<file path="src/rtl/fc_pkg.sv">
// Shared constants for the fast-control sequencer.
// Channel indices name the bit positions of the unencoded fast-control word.
// The default widths are used as parameter defaults by fast_control_seq and its sub-modules.
package fc_pkg;

    // Bit positions in the fast-control word
    localparam int unsigned FC_BCR          = 0;
    localparam int unsigned FC_L1A          = 1;
    localparam int unsigned FC_LINK_RESET   = 2;
    localparam int unsigned FC_BUFFER_CLEAR = 3;

    // Default widths
    localparam int unsigned FC_WORD_BITS_DEF = 8;
    localparam int unsigned FC_N_CMD_DEF     = 4;
    localparam int unsigned FC_BX_W_DEF      = 12;
    localparam int unsigned FC_PEND_W_DEF    = 2;
    localparam int unsigned FC_GAP_W_DEF     = 8;

endpackage

</file>
<file path="src/rtl/fc_cmd_channel.sv">
// One requestable fast-control channel.
// It holds the pending-request counter, the sticky overflow flag and the eligibility decision.
// An optional holdoff timer enforces a minimum spacing between fires; the L1A channel uses it.
//   clk_bx, reset_n  : BX clock, async active-low reset
//   req              : 1-cycle request pulse
//   align, at_align  : fire only when at_align is high (if align is set)
//   enable           : global gate for requestable channels
//   clear_pend       : clear pending count and overflow flag
//   l1a_gap          : minimum fire spacing in BX (holdoff channels only)
//   fire             : command bit for the word being built this cycle
//   ovf              : sticky overflow flag
module fc_cmd_channel
    import fc_pkg::*;
#(
    parameter int unsigned PEND_W     = FC_PEND_W_DEF,
    parameter int unsigned GAP_W      = FC_GAP_W_DEF,
    parameter bit          HOLDOFF_EN = 1'b0
) (
    input  logic             clk_bx,
    input  logic             reset_n,
    input  logic             req,
    input  logic             align,
    input  logic             at_align,
    input  logic             enable,
    input  logic             clear_pend,
    input  logic [GAP_W-1:0] l1a_gap,
    output logic             fire,
    output logic             ovf
);

    localparam logic [PEND_W-1:0] PEND_MAX = '1;

    logic [PEND_W-1:0] pend_q, pend_d;
    logic [GAP_W-1:0]  holdoff_q, holdoff_d;
    logic              ovf_q, ovf_d;

    // Eligibility looks only at registered pend, so a request can never fire in its own cycle
    always_comb begin
        fire = (pend_q != '0) && enable && (!align || at_align)
               && (!HOLDOFF_EN || (holdoff_q == '0));
    end

    always_comb begin
        pend_d = pend_q;
        ovf_d  = ovf_q;
        if (clear_pend) begin
            pend_d = '0;
            ovf_d  = 1'b0;
        end else if (req && !fire) begin
            if (pend_q == PEND_MAX) begin
                ovf_d = 1'b1;
            end else begin
                pend_d = pend_q + 1'b1;
            end
        end else if (!req && fire) begin
            pend_d = pend_q - 1'b1;
        end
    end

    // Loading gap-1 on a fire at BX n releases the next fire at BX n+gap
    always_comb begin
        holdoff_d = holdoff_q;
        if (fire) begin
            holdoff_d = (l1a_gap == '0) ? '0 : l1a_gap - 1'b1;
        end else if (holdoff_q != '0) begin
            holdoff_d = holdoff_q - 1'b1;
        end
    end

    always_ff @(posedge clk_bx or negedge reset_n) begin
        if (!reset_n) begin
            pend_q    <= '0;
            holdoff_q <= '0;
            ovf_q     <= 1'b0;
        end else begin
            pend_q    <= pend_d;
            holdoff_q <= holdoff_d;
            ovf_q     <= ovf_d;
        end
    end

    assign ovf = ovf_q;

endmodule

</file>
<file path="src/rtl/hamming84_enc.sv">
// Hamming(8,4) encoder for a single nibble (SECDED).
// Codeword positions 1..7 map to code[0..6] as p1, p2, d0, p3, d1, d2, d3.
// code[7] is the overall parity of code[6:0].
//   data  in  4: nibble to encode
//   code  out 8: encoded byte
module hamming84_enc (
    input  logic [3:0] data,
    output logic [7:0] code
);

    logic p1, p2, p3;

    assign p1 = data[0] ^ data[1] ^ data[3];
    assign p2 = data[0] ^ data[2] ^ data[3];
    assign p3 = data[1] ^ data[2] ^ data[3];

    assign code[6:0] = {data[3], data[2], data[1], p3, data[0], p2, p1};
    assign code[7]   = ^code[6:0];

endmodule

</file>
<file path="src/rtl/fast_control_seq.sv">
// Fast-control sequencer and encoder.
// It runs a BX counter, builds one fast-control word per BX and Hamming(8,4)-encodes it per nibble.
// Word contents are BCR at BX 0, queued channel commands and quasi-static upper bits.
//   clk_bx, reset_n : BX clock, async active-low reset
//   orb_length      : orbit length in BX (0 = natural wrap)
//   cmd_req         : request pulses, bit k -> channel k+1
//   cmd_align       : per-channel fire-only-at-align_bx
//   align_bx        : BX slot for aligned channels
//   l1a_gap         : minimum L1A spacing in BX
//   enable          : gate for requestable channels
//   clear_pend      : clear pending counters and overflow flags
//   static_bits     : upper word bits
//   bx_counter      : current BX
//   fc_word         : registered unencoded word (tagged with previous bx_counter)
//   fc_stream_enc   : registered encoded word (one cycle after fc_word)
//   pend_ovf        : sticky per-channel overflow
//   l1a_count       : emitted L1A count, wraps
module fast_control_seq
    import fc_pkg::*;
#(
    parameter int unsigned WORD_BITS = FC_WORD_BITS_DEF,
    parameter int unsigned N_CMD     = FC_N_CMD_DEF,
    parameter int unsigned BX_W      = FC_BX_W_DEF,
    parameter int unsigned PEND_W    = FC_PEND_W_DEF,
    parameter int unsigned GAP_W     = FC_GAP_W_DEF
) (
    input  logic                      clk_bx,
    input  logic                      reset_n,
    input  logic [BX_W-1:0]           orb_length,
    input  logic [N_CMD-2:0]          cmd_req,
    input  logic [N_CMD-2:0]          cmd_align,
    input  logic [BX_W-1:0]           align_bx,
    input  logic [GAP_W-1:0]          l1a_gap,
    input  logic                      enable,
    input  logic                      clear_pend,
    input  logic [WORD_BITS-N_CMD-1:0] static_bits,
    output logic [BX_W-1:0]           bx_counter,
    output logic [WORD_BITS-1:0]      fc_word,
    output logic [2*WORD_BITS-1:0]    fc_stream_enc,
    output logic [N_CMD-2:0]          pend_ovf,
    output logic [31:0]               l1a_count
);

    localparam int unsigned N_NIB = WORD_BITS / 4;

    logic [BX_W-1:0]        bx_counter_q, bx_counter_d;
    logic [BX_W:0]          bx_inc;
    logic [WORD_BITS-1:0]   fc_word_q, fc_word_d;
    logic [2*WORD_BITS-1:0] fc_stream_enc_q, fc_stream_enc_d;
    logic [31:0]            l1a_count_q, l1a_count_d;
    logic [N_CMD-2:0]       fire;
    logic                   at_align;

    // One extra bit keeps the wrap compare correct when orb_length is near 2^BX_W
    assign bx_inc = {1'b0, bx_counter_q} + 1'b1;

    always_comb begin
        bx_counter_d = bx_inc[BX_W-1:0];
        if ((orb_length != '0) && (bx_inc >= {1'b0, orb_length})) begin
            bx_counter_d = '0;
        end
    end

    assign at_align = (bx_counter_q == align_bx);

    for (genvar c = 0; c < N_CMD - 1; c++) begin : g_ch
        fc_cmd_channel #(
            .PEND_W     (PEND_W),
            .GAP_W      (GAP_W),
            .HOLDOFF_EN (c + 1 == FC_L1A)
        ) u_ch (
            .clk_bx     (clk_bx),
            .reset_n    (reset_n),
            .req        (cmd_req[c]),
            .align      (cmd_align[c]),
            .at_align   (at_align),
            .enable     (enable),
            .clear_pend (clear_pend),
            .l1a_gap    (l1a_gap),
            .fire       (fire[c]),
            .ovf        (pend_ovf[c])
        );
    end

    // Word built this cycle is tagged with the current bx_counter
    always_comb begin
        fc_word_d   = {static_bits, fire, (bx_counter_q == '0)};
        l1a_count_d = l1a_count_q + 32'(fire[FC_L1A-1]);
    end

    for (genvar i = 0; i < N_NIB; i++) begin : g_enc
        hamming84_enc u_enc (
            .data (fc_word_q[4*i +: 4]),
            .code (fc_stream_enc_d[8*i +: 8])
        );
    end

    always_ff @(posedge clk_bx or negedge reset_n) begin
        if (!reset_n) begin
            bx_counter_q    <= '0;
            fc_word_q       <= '0;
            fc_stream_enc_q <= '0;
            l1a_count_q     <= '0;
        end else begin
            bx_counter_q    <= bx_counter_d;
            fc_word_q       <= fc_word_d;
            fc_stream_enc_q <= fc_stream_enc_d;
            l1a_count_q     <= l1a_count_d;
        end
    end

    assign bx_counter    = bx_counter_q;
    assign fc_word       = fc_word_q;
    assign fc_stream_enc = fc_stream_enc_q;
    assign l1a_count     = l1a_count_q;

endmodule
</file>
<file path="config.mk">
export PLATFORM = sky130hd
export DESIGN_NAME = fast_control_seq
export DESIGN_NICKNAME = d
export VERILOG_FILES = /design/src/rtl/fc_pkg.sv /design/src/rtl/fc_cmd_channel.sv /design/src/rtl/hamming84_enc.sv /design/src/rtl/fast_control_seq.sv
export SDC_FILE = /design/constraint.sdc
export NUM_CORES = 1
export LEC_CHECK = 0
export ABC_AREA = 1
export BUFFER_PORTS_ARGS = -buffer_cell sky130_fd_sc_hd__buf_2
export CAP_MARGIN = 20
export CORE_MARGIN = 5
export CORE_UTILIZATION = 40
export CTS_CLUSTER_DIAMETER = 200
export DETAILED_ROUTE_END_ITERATION = 8
export HOLD_SLACK_MARGIN = 0.08
export PLACE_DENSITY_LB_ADDON = 0.15
export SLEW_MARGIN = 20
export SYNTH_ARGS = -nofsm -noshare
export SYNTH_HDL_FRONTEND = slang
export SYNTH_SLANG_ARGS = --single-unit
</file>
<file path="constraint.sdc">
create_clock -name clk_bx -period 2.7 [get_ports clk_bx]
set_input_delay 0.27 -clock clk_bx [delete_from_list [all_inputs] [get_ports clk_bx]]
set_output_delay 0.27 -clock clk_bx [all_outputs]
set_load 0.05 [all_outputs]
</file>
* Word level (Yosys, flattened, before mapping) *
Cells that the tools add are included.

operators by class
  mux-type cells = 25
  bitwise logic cells = 12
  multiply operators = 0
  order comparisons = 1
  equal/unequal tests = 7
  reduce and logical (&&, ||, !) cells = 52
  div/mod/pow operators = 0
  add/subtract/negate cells = 10
  shift operators = 0

operators by type and width
  operator                                           number
  adder 32 x 1 -> 32 bit                             1
  two-way mux 2 bit                                  12
  two-way mux 8 bit                                  3
  nonzero test 2 bit                                 10
  zero test 8 bit                                    2
  subtractor 8 x 1 -> 8 bit (second input constant)  2
  logical AND 1 bit                                  14
  XOR reduction 7 bit                                2
  adder 12 x 1 -> 13 bit (second input constant)     1
  >= comparator 13 x 12 -> 1 bit                     1
  == test 12 bit                                     1
  zero test 12 bit                                   1
  two-way mux 12 bit                                 1
  AND reduction 2 bit                                6
  nonzero test 12 bit                                1
  XOR 1 bit                                          12
  zero test 1 bit                                    9
  two-way mux 1 bit                                  9
  inequality test 3 bit (second input constant)      3
  nonzero test 3 bit                                 3
  nonzero test 8 bit                                 1
  adder 2 x 1 -> 2 bit (second input constant)       3
  == test 2 bit (second input constant)              3
  subtractor 2 x 1 -> 2 bit (second input constant)  3
  logical OR 1 bit                                   3

word-level totals
  memories = 0
  bits in writable memories = 0
  ROM bits = 0
  output and inout bits = 71
  input port bits = 46
  bits in latches = 0
  flip-flop bits (word level) = 85

* Logic depth before layout (Yosys ltp) *
Gate-level depths: netlist of run 1.

  depth in word-level cells = 8
  depth in mapped cells = 22

* Modules after synthesis *
From an unflattened synthesis of run 1, not the netlist that was laid out.

unflattened totals
  cells, all modules = 604
  area total of the unflattened synthesis = 5034.8 µm²

modules (own cells, without submodules)
  module                              cells an instance  area an instance (µm²)  instances
  fast_control_seq                    364                3447.1                  1
  fc_cmd_channel at g_ch[0].u_ch      118                857.1                   1
  fc_cmd_channel at g_ch[1].u_ch ...  28                 207.7                   2
  hamming84_enc                       33                 157.7                   2

* Worst setup path after synthesis of run 1 *
No wires, ideal clock.

  kind = register to register
  from = reg bx_counter_q[6], in the netlist bx_counter[6]
  to = reg l1a_count_q[30], in the netlist l1a_count[30]
  period minus slack after synthesis = 3166 ps
  stages on the path, launching flop included = 22
  required time = 2559 ps
  setup time = 141 ps
  path buffers = 1
  arrival time = 3025 ps
  slack = -466 ps
  cell sequence = dfrtp_1 -> buf_2 -> nand2_1 -> nand2_1 -> nand2_1 -> nor2_1 -> nand3_1 -> nand2_1 -> nand2_1 -> nor2_4 -> ha_1 -> ha_1 -> nand3_2 -> nor2_2 -> nand3_2 -> inv_2 -> nand4_2 -> nor2_4 -> nand2_2 -> nor2_4 -> nand2_1 -> xnor2_1

between the ends
  cells in the longest elaborated chain, start to end = 5

RTL lines
  what                       RTL line                 text
  start: declaration         fast_control_seq.sv:46   logic [BX_W-1:0] bx_counter_q, bx_counter_d;
  start signal: assignment   fast_control_seq.sv:105  bx_counter_q <= bx_counter_d;
  == test 12 bit             fast_control_seq.sv:64   assign at_align = (bx_counter_q == align_bx);
  logical OR 1 bit           fc_cmd_channel.sv:39     fire = (pend_q != '0) && enable && (!align || at_align)
  logical AND 1 bit          fc_cmd_channel.sv:39
  logical AND 1 bit          fc_cmd_channel.sv:40     && (!HOLDOFF_EN || (holdoff_q == '0));
  named net fc_word_d[1]     fast_control_seq.sv:48   logic [WORD_BITS-1:0] fc_word_q, fc_word_d;
  adder 32 x 1 -> 32 bit     fast_control_seq.sv:88   l1a_count_d = l1a_count_q + 32'(fire[FC_L1A-1]);
  named net l1a_count_d[30]  fast_control_seq.sv:50   logic [31:0] l1a_count_q, l1a_count_d;
  end signal: assignment     fast_control_seq.sv:108  l1a_count_q <= l1a_count_d;
  end: declaration           fast_control_seq.sv:50

The timed path passes the listed nets, and every way through them passes these cells.
A chain may end at the register's enable or synchronous reset.

* Final worst setup path of run 1 *
  from = reg g_ch[0].u_ch.holdoff_q[1]
  to = reg l1a_count_q[30], in the netlist l1a_count[30]

between the ends
  cells in the longest elaborated chain, start to end = 3

RTL lines
  what                       RTL line                text
  start: declaration         fc_cmd_channel.sv:34    logic [GAP_W-1:0] holdoff_q, holdoff_d;
  start signal: assignment   fc_cmd_channel.sv:77    holdoff_q <= holdoff_d;
  zero test 8 bit            fc_cmd_channel.sv:40
  logical AND 1 bit          fc_cmd_channel.sv:40
  named net fc_word_d[1]     fast_control_seq.sv:48
  adder 32 x 1 -> 32 bit     fast_control_seq.sv:88
  named net l1a_count_d[30]  fast_control_seq.sv:50

The timed path passes the listed nets, and every way through them passes these cells.

==> results.toml, run 1 <==
[timing]
holdWs_ns = 0.151
worst-slew-pin-transition_ns = 0.541
slew_headroom_pct = 63.9
fmax_ghz = 0.379
setup_viol = 0
grt_setup_unrepaired = "true"
tns_ns = 0
slew_violations = 0
finalClockSkew_ns = 0.00715
finalCriticalPeriod_ns = 2.64
min_period_over_period_pct = 97.7
hold_viol = 0

[critical_path]
cp-start-kind = "register"
endpoint_kind = "register"
cp_max_fo = 3
timing.rr.end = "l1a_count[30]$_DFF_PN0_"
critPathMostFrequentCell = "nor2_4"
rrSetupSlack_ns = 0.06
r2r-start = "g_ch[0].u_ch.holdoff_q[1]$_DFFE_PN0P_"
worst_r2r_path_depth = 20
crit_chain = "inv_2 -> ha_4 -> nand2_2 -> nor3_2 -> nand2_1 -> nor2_4 -> inv_2 -> nor2_4 -> ha_4 -> ha_4 -> nand3_4 -> nor2_4 -> nand3_2 -> inv_2 -> nand4_4 -> nor2_4 -> nand2_4 -> nor2_4 -> nand2_2 -> xnor2_1"
crit_slowest_cell = "dfrtp_1"
critPathKind = "register to register"
crit_arrival_ns = 2.84
slowest_delay_ns = 0.38
cp.required_ns = 2.91

[global_routing]
grt_pass1_vias = 4091
grt_pass1_wl_um = 18700
grt_max_degree = 46
antenna_found_initial = 0
grt.total_usage_pct = 16.0
grt_overflow_total = 0

[synth]
synth-edff-count = 0
synth_seq_cells = 85
yosysMostFrequentCell = "nand2_1"
postSynthCellCount = 541
async_reset_ff_share_pct = 100
ys_types = 37
synth_top_area_cell = "dfrtp_1"
ys_warn_count = 0
synth_area_leaders = "dfrtp_1 45%, nand2_1 8.4%, inv_1 6.9%, xnor2_1 5.8%, xor2_1 5.8%"
syn_nets = 605
syn_avg_cell_area_um2 = 8.71
yosysTopAreaCellShare_pct = 45.1
ys_seq_area_share_pct = 45.1
ys.flop_type = "dfrtp_1"
synthesis.area_um2 = 4710
netlist_top_cells_count = "105 x nand2_1, 87 x inv_1, 85 x dfrtp_1"

[worst_hold_path]
worstHoldPathType = "primary input to register"
min_to = "g_ch[0].u_ch.holdoff_q[0]$_DFFE_PN0P_"
hold_depth = 2
min_from = "l1a_gap[0]"

[status]
outcome = "finished, final reports clean"

[power]
p_per_area_nw_per_um2 = 732
p_leak_nw = 3.59
ir_worst_vdd_v = 0.000466
finalPower_w = 0.00485

[clocking]
cts_root_buf = "clkbuf_16"
cts_sinks = 85
clk_latency_ns = 0.33
clockBufferDepth = 2
cts_tree = "yes"
htreeDepth = 3
cts_made_buffers = 9
path_clk_slew_ns = 0.05

[floorplanning]
start_util_pct = 41.1
die_x_um = 119
coreArea_um2 = 11500
ios = 117
die_area_um2 = 14100
die_h_um = 119
rows = 39

[routing]
vias = 4106
drtAntennaViolNets = 0
drt_pass1_iterations = 5
routedWlPerCell_um = 13.0
viasPerCell = 4.70
drt_iter0_drc = 190
drt_wl_total_um = 11400
remaining_drc_errors = 0

[placement]
io_buffers = 116
post-dp-hpwl_um = 8810
dpl_cell_area_um2 = 5780
routabilityCongestion = 0.866

[run]
maxCapViolations = 0

[finish]
final_cell_area_um2 = 6630
diodes = 0
layout.nets = 792
area_delta_synth_final_pct = 40.5
n_fill_cell = 1034
layout-drive-gt1-share_pct = 39.8
power by group:
| group | switching, W | internal, W | total [W] |
|---|---|---|---|
| Combinational | 0.00117 | 0.000796 | 0.00197 |
| Sequential | 0.000164 | 0.00147 | 0.00163 |
| Clock | 0.000455 | 0.000799 | 0.00125 |
cell type report:
class | instances | area [um^2] | share of cell area [%]
multi-input combinational | 352 | 2470 | 37.3
timing repair buffer | 189 | 1190 | 18.0
sequential | 85 | 2140 | 32.3
clock buffer | 11 | 233 | 3.51
clock inverter | 3 | 65.1 | 0.982
tap | 143 | 179 | 2.70
inverter | 91 | 342 | 5.16
how the worst max path moves through the flow:
stage / to / from
floorplan: l1a_count[30]$_DFF_PN0_ / bx_counter[6]$_DFF_PN0_
global placement: bx_counter[9]$_DFF_PN0_ / bx_counter[1]$_DFF_PN0_
detailed placement: l1a_count[30]$_DFF_PN0_ / bx_counter[9]$_DFF_PN0_
CTS: l1a_count[30]$_DFF_PN0_ / g_ch[0].u_ch.holdoff_q[0]$_DFFE_PN0P_
global route: l1a_count[30]$_DFF_PN0_ / bx_counter[1]$_DFF_PN0_
finish: l1a_count[30]$_DFF_PN0_ / g_ch[0].u_ch.holdoff_q[1]$_DFFE_PN0P_
cells in the final DEF, fill, tap and decap left out, drive strengths merged, types with 6 or more instances in the layout:
| cell | count |
|---|---|
| nand2 | 110 |
| nor3 | 10 |
| xor2 | 31 |
| nor4 | 6 |
| nor2 | 57 |
| buf | 183 |
| xnor2 | 31 |
| nand4 | 18 |
| o21ai | 9 |
| clkbuf | 12 |
| a21oi | 16 |
| inv | 90 |
| ha | 18 |
| dfrtp | 85 |
| nand3 | 29 |
metal layers:
metal | routed length, um | track usage (%) | share of wire (%) | vias up
li1 | - | - | - | 2069
met1 | 4790 | 19.5 | 42 | 1921
met2 | 5810 | 27.2 | 51 | 96
met3 | 564 | 3.92 | 4.9 | 20
met4 | 241 | 6.02 | 2.1 | 0
met5 | 0 | 0 | 0 | -
registers in the layout, summed over array words and instances, names as in the netlist:
signal,flops
g_ch.u_ch.holdoff_q,8
g_ch.u_ch.ovf,3
fc_word,8
l1a_count,32
bx_counter,12
g_ch.u_ch.pend_q,6
fc_stream_enc,16
metrics by stage:
stage	setup slack [ns]	utilization [%]	std cells
3_3_place_gp	0.0225	50.4	828
4_1_cts	-0.00788	54.3	858
6_report	0.0623	57.8	874
2_1_floorplan	-0.238	-	541
5_1_grt	-0.154	57.8	874
3_5_place_dp	-0.0541	50.4	828
timing repair:
item | 4_1_cts | 5_1_grt
cloned | 0 | 1
pin swaps | 7 | 32
hold endpoints to repair | 44 | 0
endpoints found under the setup margin | 18 | 25
resized for setup | 8 | 56
setup buffers | 11 | 15
hold buffers | 5 | 0
logic make-up after synthesis:
logic type,share of synthesized area [%]
adders and majority gates,4.78
AOI/OAI and AO/OA,3.90
and+or+nand+nor,25.5
DFF,45.1
xor gates and xnor gates,11.5
buffers and inverters,9.21
critical path, delay by kind of cell, from the launching register on:
family                     cells  cell delay, ns
xor gates and xnor gates       1            0.12
adders and majority gates      3            0.43
buffers and inverters          3            0.25
DFF                            1            0.38
and+or+nand+nor               13            1.33
No activity file was read; power rests on OpenSTA's default activity.
==> inputs of run 2 (changes only) <==
Settings changed: ABC_AREA 1 to default.
==> results.toml, run 2 <==
[status]
outcome = "complete, but fails checks"
violations = "setup timing"

[timing]
setup_viol = 32
slew_headroom_pct = 67.5
setup_ws_ns = -0.323
worst-slew-pin-transition_ns = 0.485
finalClockSkew_ns = 0.00745
grt_setup_unrepaired = "true"
hold_viol = 0
finalCriticalPeriod_ns = 3.02
fmax_ghz = 0.331
min_period_over_period_pct = 112
slew_violations = 0

[routing]
remaining_drc_errors = 0
drt_iter0_drc = 213
viasPerCell = 5.00
routedWlPerCell_um = 14.8
drt_pass1_iterations = 4
vias = 3610
drt_wl_total_um = 10700
drtAntennaViolNets = 0

[worst_hold_path]
hold_depth = 2
worstHoldPathType = "primary input to register"

[power]
internal-power_w = 0.00263
ir_worst_vdd_v = 0.000623
p_per_area_nw_per_um2 = 723
pwr-share-clk_pct = 23.9
p_sw_w = 0.00168
finalPower_w = 0.00431
p_leak_nw = 3.07
switching_share_pct = 39.0
p_seq_share_pct = 35.4
power_frac_comb_pct = 40.7

[floorplanning]
die_area_um2 = 12900
die_x_um = 114
start_util_pct = 41.3
die_h_um = 114
rows = 37
ios = 117
coreArea_um2 = 10400

[synth]
synthesis.area_um2 = 4300
synth-simple-area-share_pct = 16.4
syn_avg_cell_area_um2 = 10.3
synth_xor_area_share_pct = 14.2
synth-edff-count = 0
async_reset_ff_share_pct = 100
synth_area_leaders = "dfrtp_1 49%, xnor2_1 8.3%, xor2_1 5.9%, ha_1 5.2%, nor2_1 2.9%"
yosysMostFrequentCell = "dfrtp_1"
ys_warn_count = 0
yosysTopAreaCellShare_pct = 49.4
synth_compound_area_share_pct = 8.90
synth_seq_cells = 85
synthMuxAreaShare_pct = 0.465
ys.flop_type = "dfrtp_1"
synth_top_area_cell = "dfrtp_1"
synth_top_family_by_area = "simple AND/OR/NAND/NOR gates"
postSynthCellCount = 416
ys_types = 49
synthAdderAreaFrac_pct = 5.23
syn_nets = 480
ys_seq_area_share_pct = 49.4
netlist_top_cells_count = "85 x dfrtp_1, 41 x xnor2_1, 33 x nor2_1"

[finish]
n_fill_cell = 928
largest_reg_flops = 32
layout-drive-gt1-share_pct = 40.1
area_delta_synth_final_pct = 38.6
mostFrequentLayoutCells = "115 x buf_2, 80 x dfrtp_1, 40 x xnor2_1"
layout.nets = 645
final_common_cell = "buf_2"
diodes = 0
final_cell_area_um2 = 5960
finalNonFillerCells = 722

[critical_path]
worst_r2r_path_depth = 14
endpoint_kind = "register"
critPathKind = "register to register"
crit_arrival_ns = 3.26
cp.required_ns = 2.94
cp_max_fo = 4
cp-start-kind = "register"

[clocking]
clockBufferDepth = 2
htreeDepth = 3
cts_made_buffers = 9
path_clk_slew_ns = 0.09
cts_tree = "yes"
cts_root_buf = "clkbuf_8"
cts_sinks = 85
clk_latency_ns = 0.35

[run]
maxCapViolations = 0

[global_routing]
grt_max_degree = 35
grt_overflow_total = 0
grt_pass1_vias = 3544
grt.total_usage_pct = 16.3
grt_pass1_wl_um = 16900
antenna_found_initial = 0

[placement]
routabilityCongestion = 0.854
post-dp-hpwl_um = 8060
placed_cells = 684
dpl_cell_area_um2 = 5250
io_buffers = 116
==> run 2: changes by cell type in the layout (fill, tap and decap cells not counted), moves of 10 or more <==
cell / delta
xnor2_1: +11
nand4_1: -11
nor2_4: -12
buf_6: +10
inv_2: -10
buf_4: -26
inv_1: -49
clkbuf_16: -10
nand2_1: -70
clkbuf_8: +10
==> run 2: path summary, 6_finish.rpt <==
kind                                                        from                           end  slack (ns)
min in group asynchronous                                reset_n   fc_stream_enc[11]$_DFF_PN0_        0.40
max reg2reg                g_ch[0].u_ch.holdoff_q[0]$_DFFE_PN0P_       l1a_count[14]$_DFF_PN0_       -0.32
min reg2reg                                 fc_word[7]$_DFF_PN0_   fc_stream_enc[14]$_DFF_PN0_        0.46
max in group asynchronous                                reset_n  g_ch[0].u_ch.ovf$_DFFE_PN0P_        1.58
min                                                 cmd_align[1]          fc_word[2]$_DFF_PN0_        0.16
max                        g_ch[0].u_ch.holdoff_q[0]$_DFFE_PN0P_       l1a_count[14]$_DFF_PN0_       -0.32
==> run 2: what timing repair did <==
| item | CTS | global route |
|---|---|---|
| resized for setup | 15 | 48 |
| pin swaps | 5 | 16 |
| hold buffers | 5 | 0 |
| hold endpoints to repair | 36 | 0 |
| buffers inserted | 2 | 15 |
| setup endpoints to repair | 26 | 37 |
==> run 2: worst max-delay path, stage by stage, from the launching register on <==
cell      delay [ns]
dfrtp_1         0.38
inv_1           0.06
ha_2            0.17
or4b_4          0.46
or4_4           0.45
a211oi_4        0.19
ha_2            0.21
buf_4           0.11
buf_6           0.08
ha_4            0.14
nand2_4         0.07
nor2_4          0.12
and2_4          0.19
nand4_1         0.13
xnor2_1         0.15
==> run 2: power groups by stage <==
stage                     Combinational (W)  Clock [W]  Sequential (W)
final                               0.00176    0.00103         0.00153
after global routing                0.00191    0.00112         0.00154
after CTS                           0.00147    0.00107         0.00153
after detailed placement            0.00146          0         0.00155
after global placement              0.00145          0         0.00155
after floorplan                    0.000579          0         0.00197
==> run 2: cell type report <==
class                   instances  area (um^2)  area share (%)
inverters                      33          124            2.08
clock inverters                 6         92.6            1.55
flip-flops and latches         85         2130            35.8
well taps                     136          170            2.85
repair buffers                171         1060            17.8
multi-input cells             281         2250            37.7
clock buffers                  10          138            2.31
==> run 2: cells by family after synthesis <==
kind of cell	Yosys count
flops	85
simple gates	138
compound gates	53
fa+ha+maj	18
buf+inv	50
xor+xnor	70
mux	2
==> run 2: layer usage <==
layer	global-route usage (%)	wire [um]	part of all wire, %	vias to the layer above
li1	-	-	-	1734
met1	21.7	4740	44	1737
met2	25.7	5080	47	120
met3	4.30	726	6.8	19
met4	5.53	159	1.5	0
met5	0	0	0	-
==> run 2: through the flow <==
step                util (%)  hold slack [ns]  TNS, ns  setup slack, ns
global placement        50.4            0.240    -4.59           -0.346
floorplan                  -          -0.0256    -9.06           -0.723
global route            57.3            0.161    -9.73           -0.474
detailed placement      50.4            0.245    -6.23           -0.439
CTS                     53.8            0.138    -3.86           -0.311
finish                  57.3            0.161    -5.02           -0.323
==> inputs of run 3 (changes only) <==
Settings changed: CORE_UTILIZATION 40 to 55.
Clock period 2.7 ns to 3.6 ns, I/O delays scaled along.
==> results.toml, run 3 (same netlist as run 2, synthesis figures left out) <==
[finish]
largest_reg_flops = 32
mostFrequentLayoutCells = "115 x buf_2, 85 x dfrtp_1, 41 x xnor2_1"
area_delta_synth_final_pct = 19.5
final_common_cell = "buf_2"
final_util_pct = 66.9
layout-drive-gt1-share_pct = 27.2
final_cell_area_um2 = 5140
diodes = 0
layout.nets = 596

[floorplanning]
die_h_um = 98.5
ios = 117
coreArea_um2 = 7690
die_area_um2 = 9690
die_x_um = 98.5
start_util_pct = 56.0
rows = 32

[routing]
viasPerCell = 5.32
vias = 3399
drtAntennaViolNets = 0
drt_pass1_iterations = 4
routedWlPerCell_um = 14.9
drt_wl_total_um = 9500
drt_iter0_drc = 124
remaining_drc_errors = 0

[timing]
slew_violations = 0
worst-slew-pin-transition_ns = 0.753
setup_viol = 0
fmax_ghz = 0.302
finalCriticalPeriod_ns = 3.31
tns_ns = 0
setup_ws_ns = 0.288
slew_headroom_pct = 49.8
holdWs_ns = 0.0358
hold_viol = 0
min_period_over_period_pct = 92.0
grt_setup_unrepaired = "false"
finalClockSkew_ns = 0.00933

[critical_path]
cp.required_ns = 3.88
r2r-start = "g_ch[0].u_ch.holdoff_q[0]$_DFFE_PN0P_"
crit_path_start = "g_ch[0].u_ch.holdoff_q[0]$_DFFE_PN0P_"
timing.rr.end = "l1a_count[31]$_DFF_PN0_"
cp-start-kind = "register"
crit_path_end = "l1a_count[31]$_DFF_PN0_"
endpoint_kind = "register"
rrSetupSlack_ns = 0.29
cp_max_fo = 5
worst_r2r_path_depth = 11
crit_arrival_ns = 3.59
critPathKind = "register to register"

[global_routing]
grt_pass1_wl_um = 16100
antenna_found_initial = 0
grt_max_degree = 86
grt.total_usage_pct = 20.4
grt_overflow_total = 0
grt_pass1_vias = 3496

[placement]
post-dp-hpwl_um = 7250
dpl_cell_area_um2 = 4950
routabilityCongestion = 0.822
preCtsSetupSlack_ns = 0.287
io_buffers = 116

[clocking]
hold_buffers = 0
cts_made_buffers = 9
path_clk_slew_ns = 0.09
clockBufferDepth = 2
cts_root_buf = "clkbuf_8"
cts-resized-gates = 0
cts_setup_buffers = 0
clk_latency_ns = 0.35
cts_tree = "yes"
cts_sinks = 85
htreeDepth = 3

[power]
p_per_area_nw_per_um2 = 535
p_leak_nw = 2.72
ir_worst_vdd_v = 0.000439

[status]
outcome = "finished, final reports clean"

[run]
maxCapViolations = 0

[worst_hold_path]
worstHoldPathType = "primary input to asynchronous set/reset pin"
==> run 3: area by class of cell <==
cell class,count,area [um^2]
flip-flops and latches,85,2130
repair buffers,122,632
inverters,33,124
well taps,102,128
clock inverters,6,46.3
multi-input cells,281,1950
fillers,635,2550
clock buffers,10,138
==> run 3: critical path, stage by stage, from the launching register on <==
cell and delay (ns):
dfrtp_1 0.41, inv_1 0.07, ha_1 0.19, or4b_4 0.49, or4_1 0.50, a211oi_4 0.21
ha_1 0.20, and3_1 0.25, nand4_1 0.14, or3_1 0.44, nor3_1 0.20, xor2_1 0.16
==> run 3: how the worst min path moves through the flow <==
stage	slack [ns]	depth (start not counted)	to	startpoint
2_1_floorplan	0.06	0	bx_counter[0]$_DFF_PN0_	reset_n
3_3_place_gp	0.44	0	fc_stream_enc[13]$_DFF_PN0_	fc_word[6]$_DFF_PN0_
3_5_place_dp	0.45	0	fc_stream_enc[12]$_DFF_PN0_	fc_word[5]$_DFF_PN0_
4_1_cts	0.09	1	fc_word[6]$_DFF_PN0_	static_bits[2]
5_1_grt	0.08	1	fc_word[6]$_DFF_PN0_	static_bits[2]
6_report	0.04	1	fc_stream_enc[15]$_DFF_PN0_	reset_n
==> run 3: routing by layer <==
| metal | global-route usage, % | part of all wire (%) | wire length [um] |
|---|---|---|---|
| met1 | 26.7 | 44 | 4180 |
| met2 | 33.1 | 47 | 4510 |
| met3 | 4.25 | 6.0 | 566 |
| met4 | 9.03 | 2.6 | 248 |
| met5 | 0 | 0 | 0 |
==> run 3: metrics by stage <==
stage,total power [W],std cells
floorplan,0.00187,416
global placement,0.00211,623
detailed placement,0.00214,623
CTS,0.00278,639
global route,0.00291,639
finish,0.00275,639
==> run 3: where the power goes <==
part / switching (W) / leakage [nW] / total, W / internal, W
logic: 0.000628 / 1.51 / 0.000921 / 0.000293
registers: 0.000149 / 1.11 / 0.00120 / 0.00105
clock network: 0.000355 / 0.0893 / 0.000630 / 0.000274
